===== config.mk =====
export PLATFORM = sky130hd
export DESIGN_NAME = cic_sequencer
export DESIGN_NICKNAME = d
export VERILOG_FILES = /design/src/rtl/cic_sequencer.sv
export SDC_FILE = /design/constraint.sdc
export NUM_CORES = 1
export LEC_CHECK = 0
export BUFFER_PORTS_ARGS = -buffer_cell sky130_fd_sc_hd__buf_2
export CAP_MARGIN = 15
export CELL_PAD_IN_SITES_DETAIL_PLACEMENT = 1
export CELL_PAD_IN_SITES_GLOBAL_PLACEMENT = 1
export CORE_MARGIN = 2
export CORE_UTILIZATION = 30
export CTS_BUF_LIST = sky130_fd_sc_hd__clkbuf_8
export CTS_CLUSTER_SIZE = 16
export DETAILED_ROUTE_END_ITERATION = 10
export PLACE_DENSITY_LB_ADDON = 0.05
export SLEW_MARGIN = 20
export SYNTH_ARGS = -nofsm -noshare
export SYNTH_HDL_FRONTEND = slang
export SYNTH_SLANG_ARGS = --single-unit

===== constraint.sdc =====
create_clock -name clk -period 4.8 [get_ports clk]
set_input_delay 0.96 -clock clk [delete_from_list [all_inputs] [get_ports clk]]
set_output_delay 0.96 -clock clk [all_outputs]
set_load 0.1 [all_outputs]

===== src/rtl/cic_sequencer.sv =====
// cic_sequencer
//   Run-control front end for a CIC decimator. Paces source samples into the
//   CIC at a programmable rate, holds the CIC in reset outside a run, pushes
//   zero samples through the pipeline after stop, and holds each decimated
//   output in a valid/ack register.
//
// Ports
//   clk, rst                      clock, synchronous active-high reset
//   start, stop, div              run control; div = input period - 1, latched on start
//   src_data/src_valid/src_ready  sample source (src_ready is combinational)
//   cic_rst/cic_in/cic_valid      drive to the CIC instance (registered)
//   cic_out/cic_ready             CIC output stream
//   out_data/out_valid/out_ack    held decimated output to the consumer
//   busy                          sequencer not idle
//   underrun, overrun             sticky error flags, cleared on rst or run start
//   sample_count                  outputs captured since last start (wraps)
//
// state  | meaning
// IDLE   | CIC held in reset, waiting for start
// CLR    | one cycle: CIC reset, flags/counter cleared, tick counter loaded
// RUN    | samples paced into the CIC once every div_q+1 cycles
// DRAIN  | zero samples pushed on each tick until DRAIN have been sent
module cic_sequencer #(
  parameter int BITS     = 10,
  parameter int N        = 2,
  parameter int DIV_BITS = 8,
  parameter int DRAIN    = 2 * N,
  parameter int CNT_BITS = 16
) (
  input  logic                clk,
  input  logic                rst,
  input  logic                start,
  input  logic                stop,
  input  logic [DIV_BITS-1:0] div,
  input  logic [BITS-1:0]     src_data,
  input  logic                src_valid,
  output logic                src_ready,
  output logic                cic_rst,
  output logic [BITS-1:0]     cic_in,
  output logic                cic_valid,
  input  logic [BITS-1:0]     cic_out,
  input  logic                cic_ready,
  output logic [BITS-1:0]     out_data,
  output logic                out_valid,
  input  logic                out_ack,
  output logic                busy,
  output logic                underrun,
  output logic                overrun,
  output logic [CNT_BITS-1:0] sample_count
);

  // Wide enough to hold DRAIN itself; at least one bit when DRAIN is 0.
  localparam int DRN_BITS = (DRAIN < 1) ? 1 : $clog2(DRAIN + 1);

  typedef enum logic [1:0] {
    S_IDLE  = 2'd0,
    S_CLR   = 2'd1,
    S_RUN   = 2'd2,
    S_DRAIN = 2'd3
  } state_t;

  state_t              state_q, state_d;
  logic [DIV_BITS-1:0] div_q, div_d;
  logic [DIV_BITS-1:0] tick_cnt_q, tick_cnt_d;
  logic [DRN_BITS-1:0] drain_cnt_q, drain_cnt_d;
  logic                cic_rst_q, cic_rst_d;
  logic [BITS-1:0]     cic_in_q, cic_in_d;
  logic                cic_valid_q, cic_valid_d;
  logic [BITS-1:0]     out_data_q, out_data_d;
  logic                out_valid_q, out_valid_d;
  logic                underrun_q, underrun_d;
  logic                overrun_q, overrun_d;
  logic [CNT_BITS-1:0] sample_count_q, sample_count_d;

  logic tick;
  logic active;

  assign active = (state_q == S_RUN) || (state_q == S_DRAIN);
  assign tick   = active && (tick_cnt_q == '0);

  always_comb begin
    state_d        = state_q;
    div_d          = div_q;
    tick_cnt_d     = tick_cnt_q;
    drain_cnt_d    = drain_cnt_q;
    cic_in_d       = cic_in_q;
    cic_valid_d    = 1'b0;
    out_data_d     = out_data_q;
    out_valid_d    = out_valid_q;
    underrun_d     = underrun_q;
    overrun_d      = overrun_q;
    sample_count_d = sample_count_q;

    // Tick counter free-runs through RUN and DRAIN so drain strobes keep the
    // same cadence as the run.
    if (active) begin
      tick_cnt_d = tick ? div_q : (tick_cnt_q - DIV_BITS'(1));
    end

    unique case (state_q)
      S_IDLE: begin
        if (start) begin
          state_d = S_CLR;
          div_d   = div;
        end
      end
      S_CLR: begin
        tick_cnt_d = div_q;
        underrun_d = 1'b0;
        overrun_d  = 1'b0;
        state_d    = S_RUN;
      end
      S_RUN: begin
        if (tick) begin
          cic_valid_d = 1'b1;
          cic_in_d    = src_valid ? src_data : '0;
          if (!src_valid) begin
            underrun_d = 1'b1;
          end
        end
        if (stop) begin
          if (DRAIN == 0) begin
            state_d = S_IDLE;
          end else begin
            state_d     = S_DRAIN;
            drain_cnt_d = DRN_BITS'(DRAIN);
          end
        end
      end
      S_DRAIN: begin
        if (tick) begin
          cic_valid_d = 1'b1;
          cic_in_d    = '0;
          drain_cnt_d = drain_cnt_q - DRN_BITS'(1);
          if (drain_cnt_q == DRN_BITS'(1)) begin
            state_d = S_IDLE;
          end
        end
      end
      default: state_d = S_IDLE;
    endcase

    // Output holding register. Capture stays enabled after the run ends so
    // samples still in the CIC pipeline reach the consumer.
    if (state_q == S_CLR) begin
      out_valid_d    = 1'b0;
      sample_count_d = '0;
    end else if (cic_ready && (!out_valid_q || out_ack)) begin
      out_data_d     = cic_out;
      out_valid_d    = 1'b1;
      sample_count_d = sample_count_q + CNT_BITS'(1);
    end else begin
      // Here cic_ready implies out_valid && !out_ack: the new sample is lost.
      if (cic_ready) begin
        overrun_d = 1'b1;
      end
      if (out_ack) begin
        out_valid_d = 1'b0;
      end
    end

    // Registered from the next state so cic_rst lines up with IDLE/CLR.
    cic_rst_d = (state_d == S_IDLE) || (state_d == S_CLR);
  end

  always_ff @(posedge clk) begin
    if (rst) begin
      state_q        <= S_IDLE;
      div_q          <= '0;
      tick_cnt_q     <= '0;
      drain_cnt_q    <= '0;
      cic_rst_q      <= 1'b1;
      cic_in_q       <= '0;
      cic_valid_q    <= 1'b0;
      out_data_q     <= '0;
      out_valid_q    <= 1'b0;
      underrun_q     <= 1'b0;
      overrun_q      <= 1'b0;
      sample_count_q <= '0;
    end else begin
      state_q        <= state_d;
      div_q          <= div_d;
      tick_cnt_q     <= tick_cnt_d;
      drain_cnt_q    <= drain_cnt_d;
      cic_rst_q      <= cic_rst_d;
      cic_in_q       <= cic_in_d;
      cic_valid_q    <= cic_valid_d;
      out_data_q     <= out_data_d;
      out_valid_q    <= out_valid_d;
      underrun_q     <= underrun_d;
      overrun_q      <= overrun_d;
      sample_count_q <= sample_count_d;
    end
  end

  assign src_ready    = (state_q == S_RUN) && tick;
  assign cic_rst      = cic_rst_q;
  assign cic_in       = cic_in_q;
  assign cic_valid    = cic_valid_q;
  assign out_data     = out_data_q;
  assign out_valid    = out_valid_q;
  assign busy         = (state_q != S_IDLE);
  assign underrun     = underrun_q;
  assign overrun      = overrun_q;
  assign sample_count = sample_count_q;

endmodule

# After elaboration in Yosys (flattened, before gate mapping)
# Index checks and enable logic that the tools add are counted.
# word_totals
romBits	0
mem_count	0
ram_bits	0
out_inout_bits	43
register_bits	62
latchBits	0
elab_cells	74
inputBits	35
# classes
n_div	0
muxes	25
add_sub_neg	3
mul	0
n_reduce_logical	23
order_cmp	0
eq_ne	9
n_bitwise	2
shift	0
# op_table
op	count
two-way mux 10 bit	3
two-way mux 8 bit	3
one-hot mux 10 bit (2 select lines)	1
adder 16 x 1 -> 16 bit, second input constant	1
nonzero test 2 bit	5
two-way mux 1 bit	9
AND reduction 3 bit	3
logical NOT 8 bit	1
two-way mux 2 bit	4
inequality test 2 bit, second input constant	4
one-hot mux 2 bit (4 select lines)	1
subtractor 8 x 1 -> 8 bit, second input constant	1
two-way mux 3 bit	2
one-hot mux 3 bit (2 select lines)	1
OR reduction 2 bit	3
equality test 2 x 1 -> 1 bit, second input constant	2
equality test 2 bit, second input constant	2
logical NOT 2 bit	2
AND reduction 2 bit	2
equality test 3 x 1 -> 1 bit, second input constant	1
logical AND 1 bit	3
logical OR 1 bit	3
subtractor 3 x 1 -> 3 bit, second input constant	1
NOT 1 bit	2
2 further kinds	2

# Depth between registers and ports, before layout
# Gate-level depths: netlist of run 1.
# depth
depth_word	7
ltp_mapped	7
mapped_depth_nobuf	6

# Worst setup path after synthesis of run 1
# Ideal clock, no wire load.
# synth_path
path_kind	reg2out
from	reg state_q[1]
to	out src_ready
path_buffers	2
arrival_time_ps	2684
path_slack_ps	1156
path_stages_with_launch	6
required_time_ps	3840
path_cell_list	dfxtp_1 clkbuf_1 nor4bb_1 nand2_1 clkbuf_1 nor2_1
# synth_between
elab_chain_cells	4
word_cells_on_any_way	5
classes_between	2 x eq/ne; 3 x reduce/logical
# synth_rtl
item	line_no	text
start: declaration	62	state_t state_q, state_d;
start signal: assignment	181	state_q <= state_d;
equality test 2 bit (on tied branches)	78, 196	
logical OR 1 bit	78	assign active = (state_q == S_RUN) || (state_q == S_DRAIN);
logical AND 1 bit	79	assign tick = active && (tick_cnt_q == '0);
logical AND 1 bit (*)	196	assign src_ready = (state_q == S_RUN) && tick;
end: declaration	37	output logic src_ready,
# Mark *: on every way between the ends. The rest lies on a longest branch, timed or not.

# Worst setup path after layout of run 1
# layout_path
from	reg tick_cnt_q[0]
to	out src_ready
# layout_between
elab_chain_cells	3
# layout_rtl
item	line_no	text
start: declaration	64	logic [DIV_BITS-1:0] tick_cnt_q, tick_cnt_d;
start signal: assignment	183	tick_cnt_q <= tick_cnt_d;
logical NOT 8 bit	79	
logical AND 1 bit	79	
logical AND 1 bit	196	
# Every way passes these cells.

==> results.toml, run 1 <==
[cts]
clkTransAtPathRegs_ps = 70
hold_buffers = 0
cts.root.buffer_cell = "clkbuf_8"
postCtsSetupRepairBufs = 0
cts_tree = "built"
clk_latency_ps = 340
clockBufferDepth = 2
cts_buffers = 9
cts_sinks = 62
htree_levels = 3
cts.repair.resized = 0

[grt]
grt_pass1_vias = 2680
grt_start_max_net_pins = 46
grt_usage_pct = 16.8
use_met2_pct = 25.8
use_met1_pct = 22.1
grt_pass1_wl_um = 13200
grt-ovfl-total = 0
busiest_layer = "met2"
use_met3_pct = 5.46
antenna_found_initial = 0

[setup_path]
critPathMaxStageDelay_ps = 490
r2r_end = "tick_cnt_q[2]$_SDFFE_PP0N_"
cp_max_fo = 14
crit_family = "simple AND/OR/NAND/NOR gates"
slowest_stage = "nor4bb_1"
startpoint = "tick_cnt_q[0]$_SDFFE_PP0N_"
crit_type = "flop to output pin"
cp-end-kind = "output pin"
reg2reg_slack_ps = 2470
critPathLaunchType = "flop"
cp_cell_sequence = "inv_1 -> ha_1 -> nor4bb_1 -> nand2_1 -> nor2_1 -> buf_2"
path_buf_inv = 2
critPathArrivalTime_ps = 2640
crit_required_ps = 3840
worst_r2r_startpoint = "tick_cnt_q[0]$_SDFFE_PP0N_"
r2r_cells = 6

[placed_design]
io_buffers = 77
dpl_worst_slack_ps = 1580
hpwl_um = 5620
placed_area_sq_um = 3170
gp_congestion = 0.773
dp.cells = 494

[yosys]
ys_ff_latch = 62
syn_area_per_cell_sq_um = 8.32
syn_area_sq_um = 2710
syn_inst = 326
ys_seq_area_share_pct = 45.8
synthDominantAreaCellType = "dfxtp_1"
yosys_warnings = 0
yosysTopAreaCellShare_pct = 45.8
netlist-cell-type-count = 43
async_flop_share_pct = 0
synth_edf_count = 0
yosys_most_used_dff = "dfxtp_1"
synth_nets = 366
ys_top_cells_by_area = "dfxtp_1 46%, a21oi_1 6.3%, nand2_1 6.1%"

[timing]
fin_skew_ps = 11.3
worst_pin_slew_ps = 866
timing.final.max_slew_violations = 0
setup_violations = 0
rsz0062_at_grt = "false"
period_share_pct = 74.9
tns_ps = 0
fmax_mhz = 278
finalHoldViolations = 0
relSlewSlack_pct = 42.2
fin_ws_ps = 1200
fin_crit_ps = 3600

[routing]
ant_nets = 0
vias_per_cell = 5.16
first_iter_violations = 72
drt-total-wl_um = 7780
drc_errors = 0
vias = 2627
wl_per_cell_um = 15.3
first_pass_iters = 4

[finish]
synthToLayoutAreaGrowth_pct = 23.9
antenna_cells = 0
stdcell_count = 509
fin_nets = 437
final_common_cell = "buf_2"
fillers = 1078
final_cell_mix = "77 x buf_2, 62 x dfxtp_1, 44 x nand2_1, 34 x a21oi_1, 26 x nor2_1"
final_area_sq_um = 3360
drive_gt1_share_pct = 23.7

[job]
maxCapViolations = 0

[min_path]
holdPathEnd = "cic_in[1]$_SDFFE_PP0P_"
hold_class = "flop to flop"
hold_start = "cic_in[1]$_SDFFE_PP0P_"
min_path_cells = 2

[floorplan]
die_h_um = 99.1
ios = 78
rows = 34
fp.dieW_um = 99.1
die_area_sq_um = 9810
core_area_sq_um = 8760
start_util_pct = 30.9

[power_and_ir_drop]
cellPowerDensity_nw_per_um2 = 408
p_leak_nw = 1.42
totalPowerFinal_mw = 1.37
vdd_ir_drop_max_v = 0.000173

[run_status]
status = "finished clean"
worst max path at each step:
stage	end	slack, ps	depth (start not counted)
after floorplan	src_ready	1160	5
after global placement	src_ready	1670	6
after detailed placement	src_ready	1580	6
after CTS	src_ready	1190	6
after global routing	src_ready	940	6
final	src_ready	1200	6
routing by layer:
| metal | part of all wire [%] | routed length [um] |
|---|---|---|
| met5 | 0 | 0 |
| met4 | 1.6 | 121 |
| met3 | 6.8 | 526 |
| met2 | 45 | 3470 |
| met1 | 47 | 3670 |
power breakdown:
part	switching, mW	total (mW)	internal (mW)
Clock	0.210	0.457	0.247
Sequential	0.0286	0.575	0.546
Combinational	0.255	0.338	0.0827
Total	0.493	1.37	0.876
state kept, by name, summed over array words and instances, names as in the netlist, 2 cells and up:
name	flops
sample_count	16
cic_in	10
out_data	10
div_q	8
tick_cnt_q	8
drain_cnt_q	3
state_q	2
cells by family (layout without fill, tap and decap cells):
| family | count (synthesis) | in the layout | synth area share (%) |
|---|---|---|---|
| fa+ha+maj | 5 | 5 | 2.31 |
| simple gates | 138 | 138 | 25.7 |
| mux | 10 | 10 | 3.69 |
| buf+inv | 31 | 106 | 4.34 |
| flops | 62 | 62 | 45.8 |
| xor+xnor | 6 | 6 | 1.94 |
| compound gates | 74 | 74 | 16.3 |
worst min-delay path: cells and delay by family (launching register included):
| kind | cells | cell delay [ps] |
|---|---|---|
| flops | 1 | 310 |
| simple gates | 1 | 50 |
| compound gates | 1 | 50 |
area by class of cell:
cell class                      count  area [sq um]  share of cell area (%)
Multi-Input combinational cell    233          1350                    40.3
Sequential cell                    62          1240                    36.9
Timing Repair Buffer               78           393                    11.7
Clock buffer                       10           138                    4.10
Tap cell                          108           135                    4.02
Clock inverter                      5          51.3                    1.53
Inverter                           13          48.8                    1.45
metrics by stage:
step,utilization (%),hold WS [ps]
floorplan,-,436
finish,38.3,451
global placement,36.2,437
global route,38.3,475
detailed placement,36.2,446
CTS,38.3,456
synth_stat cells, drive strengths merged (3+ instances only):
cell    number
a21oi       34
a31oi        7
and2         3
buf          3
clkbuf      15
dfxtp       62
ha           5
inv         13
mux2i       10
nand2       44
nand3       24
nand4        6
nor2        26
nor2b        3
nor4         3
o21ai       15
o311ai       3
o31ai        4
or3          9
or4          7
xor2         5
No activity file was read; power rests on OpenSTA's default activity.
==> run 2: changes to the inputs <==
- clock period: 4.8 -> 3.3 ns (I/O delays scaled with it)
==> results.toml, run 2 (synthesis results as in run 1) <==
[finish]
synthToLayoutAreaGrowth_pct = 26.6
fillers = 1092
final_area_sq_um = 3430
stdcell_count = 515
fin_nets = 442
largest_register_ffs = 16
antenna_cells = 0
final_cell_mix = "77 x buf_2, 62 x dfxtp_1, 44 x nand2_1, 34 x a21oi_1, 25 x nor2_1"
final_common_cell = "buf_2"
drive_gt1_share_pct = 25.1

[timing]
period_share_pct = 89.4
finalHoldViolations = 0
relSlewSlack_pct = 49.1
rsz0062_at_grt = "false"
fin_crit_ps = 2950
tns_ps = 0
fin_skew_ps = 10.3
setup_violations = 0
hold_slack_ps = 448
fmax_mhz = 339
timing.final.max_slew_violations = 0
worst_pin_slew_ps = 756

[routing]
first_pass_iters = 5
drt-total-wl_um = 8060
vias = 2644
drc_errors = 0
vias_per_cell = 5.13
wl_per_cell_um = 15.7
ant_nets = 0
first_iter_violations = 39

[cts]
htree_levels = 3
hold_buffers = 0
clk_latency_ps = 350
cts.root.buffer_cell = "clkbuf_8"
cts.repair.resized = 0
cts_sinks = 62
cts_buffers = 9
cts_tree = "built"
clockBufferDepth = 2
clkTransAtPathRegs_ps = 70
postCtsSetupRepairBufs = 0

[power_and_ir_drop]
vdd_ir_drop_max_v = 0.000238
p_sw_mw = 0.746
p_leak_nw = 1.46
pwr-share-comb_pct = 24.1
seqPwrFrac_pct = 39.6
totalPowerFinal_mw = 2.12
p_int_mw = 1.37
pwr-share-clk_pct = 36.3
cellPowerDensity_nw_per_um2 = 617
netSwitchingFraction_pct = 35.3

[grt]
grt-ovfl-total = 0
antenna_found_initial = 0
grt_pass1_vias = 2709
grt_start_max_net_pins = 25
grt_pass1_wl_um = 13600
grt_usage_pct = 17.2

[placed_design]
dp.cells = 499
gp_congestion = 0.772
hpwl_um = 5790
placed_area_sq_um = 3210
io_buffers = 77

[floorplan]
die_h_um = 99.1
fp.dieW_um = 99.1
ios = 78
core_area_sq_um = 8760
rows = 34
start_util_pct = 30.9
die_area_sq_um = 9810

[setup_path]
slowest_stage = "nor4bb_1"
path_buf_inv = 2
crit_required_ps = 2640
crit_type = "flop to output pin"
cp_max_fo = 6
critPathMaxStageDelay_ps = 480
cp_cell_sequence = "inv_1 -> ha_1 -> nor4bb_1 -> nand2_1 -> nor2_2 -> buf_2"
critPathArrivalTime_ps = 2290
cp-end-kind = "output pin"
crit_family = "simple AND/OR/NAND/NOR gates"
critPathLaunchType = "flop"

[run_status]
status = "finished clean"

[job]
maxCapViolations = 0

[min_path]
hold_class = "flop to flop"
-- run 2: power by group through the flow --
| stage | Clock [mW] | Combinational [mW] | Sequential (mW) |
|---|---|---|---|
| after global routing | 0.816 | 0.557 | 0.845 |
| after global placement | 0 | 0.508 | 0.852 |
| final | 0.768 | 0.511 | 0.838 |
| after floorplan | 0 | 0.241 | 0.990 |
| after detailed placement | 0 | 0.515 | 0.854 |
| after CTS | 0.794 | 0.516 | 0.837 |
-- run 2: path summary, 6_finish.rpt --
check | start | end | slack (ps) | depth (start not counted)
min reg2reg | cic_in[3]$_SDFFE_PP0P_ | cic_in[3]$_SDFFE_PP0P_ | 450 | 2
min | cic_in[3]$_SDFFE_PP0P_ | cic_in[3]$_SDFFE_PP0P_ | 450 | 2
max | tick_cnt_q[0]$_SDFFE_PP0N_ | src_ready | 350 | 6
max reg2reg | tick_cnt_q[0]$_SDFFE_PP0N_ | tick_cnt_q[2]$_SDFFE_PP0N_ | 1040 | 6
-- run 2: layout make-up --
type | count | area [sq um] | area share [%]
multi-input combinational | 233 | 1360 | 39.5
clock buffer | 10 | 138 | 4.01
clock inverter | 6 | 85.1 | 2.48
inverter | 13 | 48.8 | 1.42
tap | 108 | 135 | 3.94
sequential | 62 | 1240 | 36.2
timing repair buffer | 83 | 430 | 12.5
-- run 2: routing by layer --
metal / vias to the layer above / track usage [%] / routed length, um
li1: 1316 / - / -
met1: 1249 / 23.0 / 3890
met2: 70 / 26.1 / 3530
met3: 9 / 5.11 / 528
met4: 0 / 6.95 / 119
met5: - / 0 / 0
-- run 2: metrics by stage --
step	setup slack [ps]	util [%]
after floorplan	415	-
after global placement	843	36.6
after detailed placement	719	36.6
after CTS	336	39.2
after global routing	207	39.2
final	348	39.2
-- run 2: worst register-to-register path: cells and delay by family (launching register included) --
family | cells | cell delay [ps]
compound gates | 3 | 980
simple gates | 1 | 500
flops | 1 | 360
fa+ha+maj | 1 | 240
buf+inv | 1 | 100
==> run 3: changes to the inputs <==
- CORE_MARGIN: 2 -> unset
- PLACE_DENSITY_LB_ADDON: 0.05 -> 0.1
==> results.toml, run 3 (synthesis results as in run 1) <==
[placed_design]
dp.cells = 499
gp_congestion = 0.802
dpl_worst_slack_ps = 735
io_buffers = 77
placed_area_sq_um = 3210
hpwl_um = 5480

[timing]
rsz0062_at_grt = "false"
fin_ws_ps = 361
fin_skew_ps = 10.3
worst_pin_slew_ps = 861
hold_slack_ps = 450
fmax_mhz = 340
tns_ps = 0
setup_violations = 0
relSlewSlack_pct = 42.6
period_share_pct = 89.0
timing.final.max_slew_violations = 0
fin_crit_ps = 2940
finalHoldViolations = 0

[routing]
vias = 2680
first_pass_iters = 4
wl_per_cell_um = 14.9
vias_per_cell = 5.20
drt-total-wl_um = 7670
first_iter_violations = 65
drc_errors = 0
ant_nets = 0

[cts]
cts_buffers = 9
cts_tree = "built"
clockBufferDepth = 2
clkTransAtPathRegs_ps = 70
clk_latency_ps = 350
cts.repair.resized = 0
postCtsSetupRepairBufs = 0
cts.root.buffer_cell = "clkbuf_8"
htree_levels = 3
cts_sinks = 62
hold_buffers = 0

[setup_path]
reg2reg_slack_ps = 1120
critPathLaunchType = "flop"
crit_required_ps = 2640
cp-end-kind = "output pin"
cp_max_fo = 6
critPathArrivalTime_ps = 2280
crit_type = "flop to output pin"

[finish]
stdcell_count = 515
fin_nets = 442
final_common_cell = "buf_2"
antenna_cells = 0
drive_gt1_share_pct = 25.1
final_area_sq_um = 3460
multi_input_area_sq_um = 1360
largest_register_ffs = 16
final_cell_mix = "77 x buf_2, 62 x dfxtp_1, 44 x nand2_1, 34 x a21oi_1, 25 x nor2_1"
seqCellArea_sq_um = 1240
fillers = 1077
synthToLayoutAreaGrowth_pct = 27.5
fin_util_pct = 39.7

[grt]
grt-ovfl-total = 0
antenna_found_initial = 0
grt_pass1_wl_um = 13100
grt_usage_pct = 17.2
grt_pass1_vias = 2718
grt_start_max_net_pins = 46

[min_path]
hold_class = "flop to flop"

[run_status]
status = "finished clean"

[floorplan]
die_area_sq_um = 9420
core_area_sq_um = 8720
fp.dieW_um = 97.1
rows = 34
die_h_um = 97.1
ios = 78
start_util_pct = 31.1

[power_and_ir_drop]
p_leak_nw = 1.47
vdd_ir_drop_max_v = 0.000243
cellPowerDensity_nw_per_um2 = 630
totalPowerFinal_mw = 2.18

[job]
maxCapViolations = 0
run 3: changes by cell type in the layout (fill, tap and decap cells not counted), sizes merged:
| cell | before | now |
|---|---|---|
| bufinv | 2 | 3 |
| inv | 15 | 14 |
run 3: final timing paths:
kind                               from                    endpoint  cells after the start
min              cic_in[1]$_SDFFE_PP0P_      cic_in[1]$_SDFFE_PP0P_                      2
max          tick_cnt_q[0]$_SDFFE_PP0N_                   src_ready                      6
max reg2reg  tick_cnt_q[0]$_SDFFE_PP0N_  tick_cnt_q[2]$_SDFFE_PP0N_                      6
min reg2reg      cic_in[1]$_SDFFE_PP0P_      cic_in[1]$_SDFFE_PP0P_                      2
run 3: metal layers:
layer,track usage (%),vias up,share of wire (%)
met2,27.0,65,44
met4,6.54,0,1.7
met5,0,-,0
met1,22.0,1287,49
li1,-,1318,-
met3,5.61,10,5.6
run 3: critical path: stages (launching register included):
cell and delay, ps:
dfxtp_1 360, inv_1 100, ha_1 220, nor4bb_1 480
nand2_1 210, nor2_2 110, buf_2 440
run 3: cell type report:
class / count / share of cell area (%)
clock buffers: 10 / 3.98
inverters: 13 / 1.41
flip-flops and latches: 62 / 35.9
repair buffers: 83 / 12.4
clock inverters: 6 / 3.18
well taps: 108 / 3.91
multi-input cells: 233 / 39.2
run 3: power by group:
part	internal, mW	leakage (nW)	switching (mW)
sequential	0.795	0.505	0.0426
combinational	0.134	0.842	0.373
clock	0.521	0.124	0.313
total	1.45	1.47	0.729
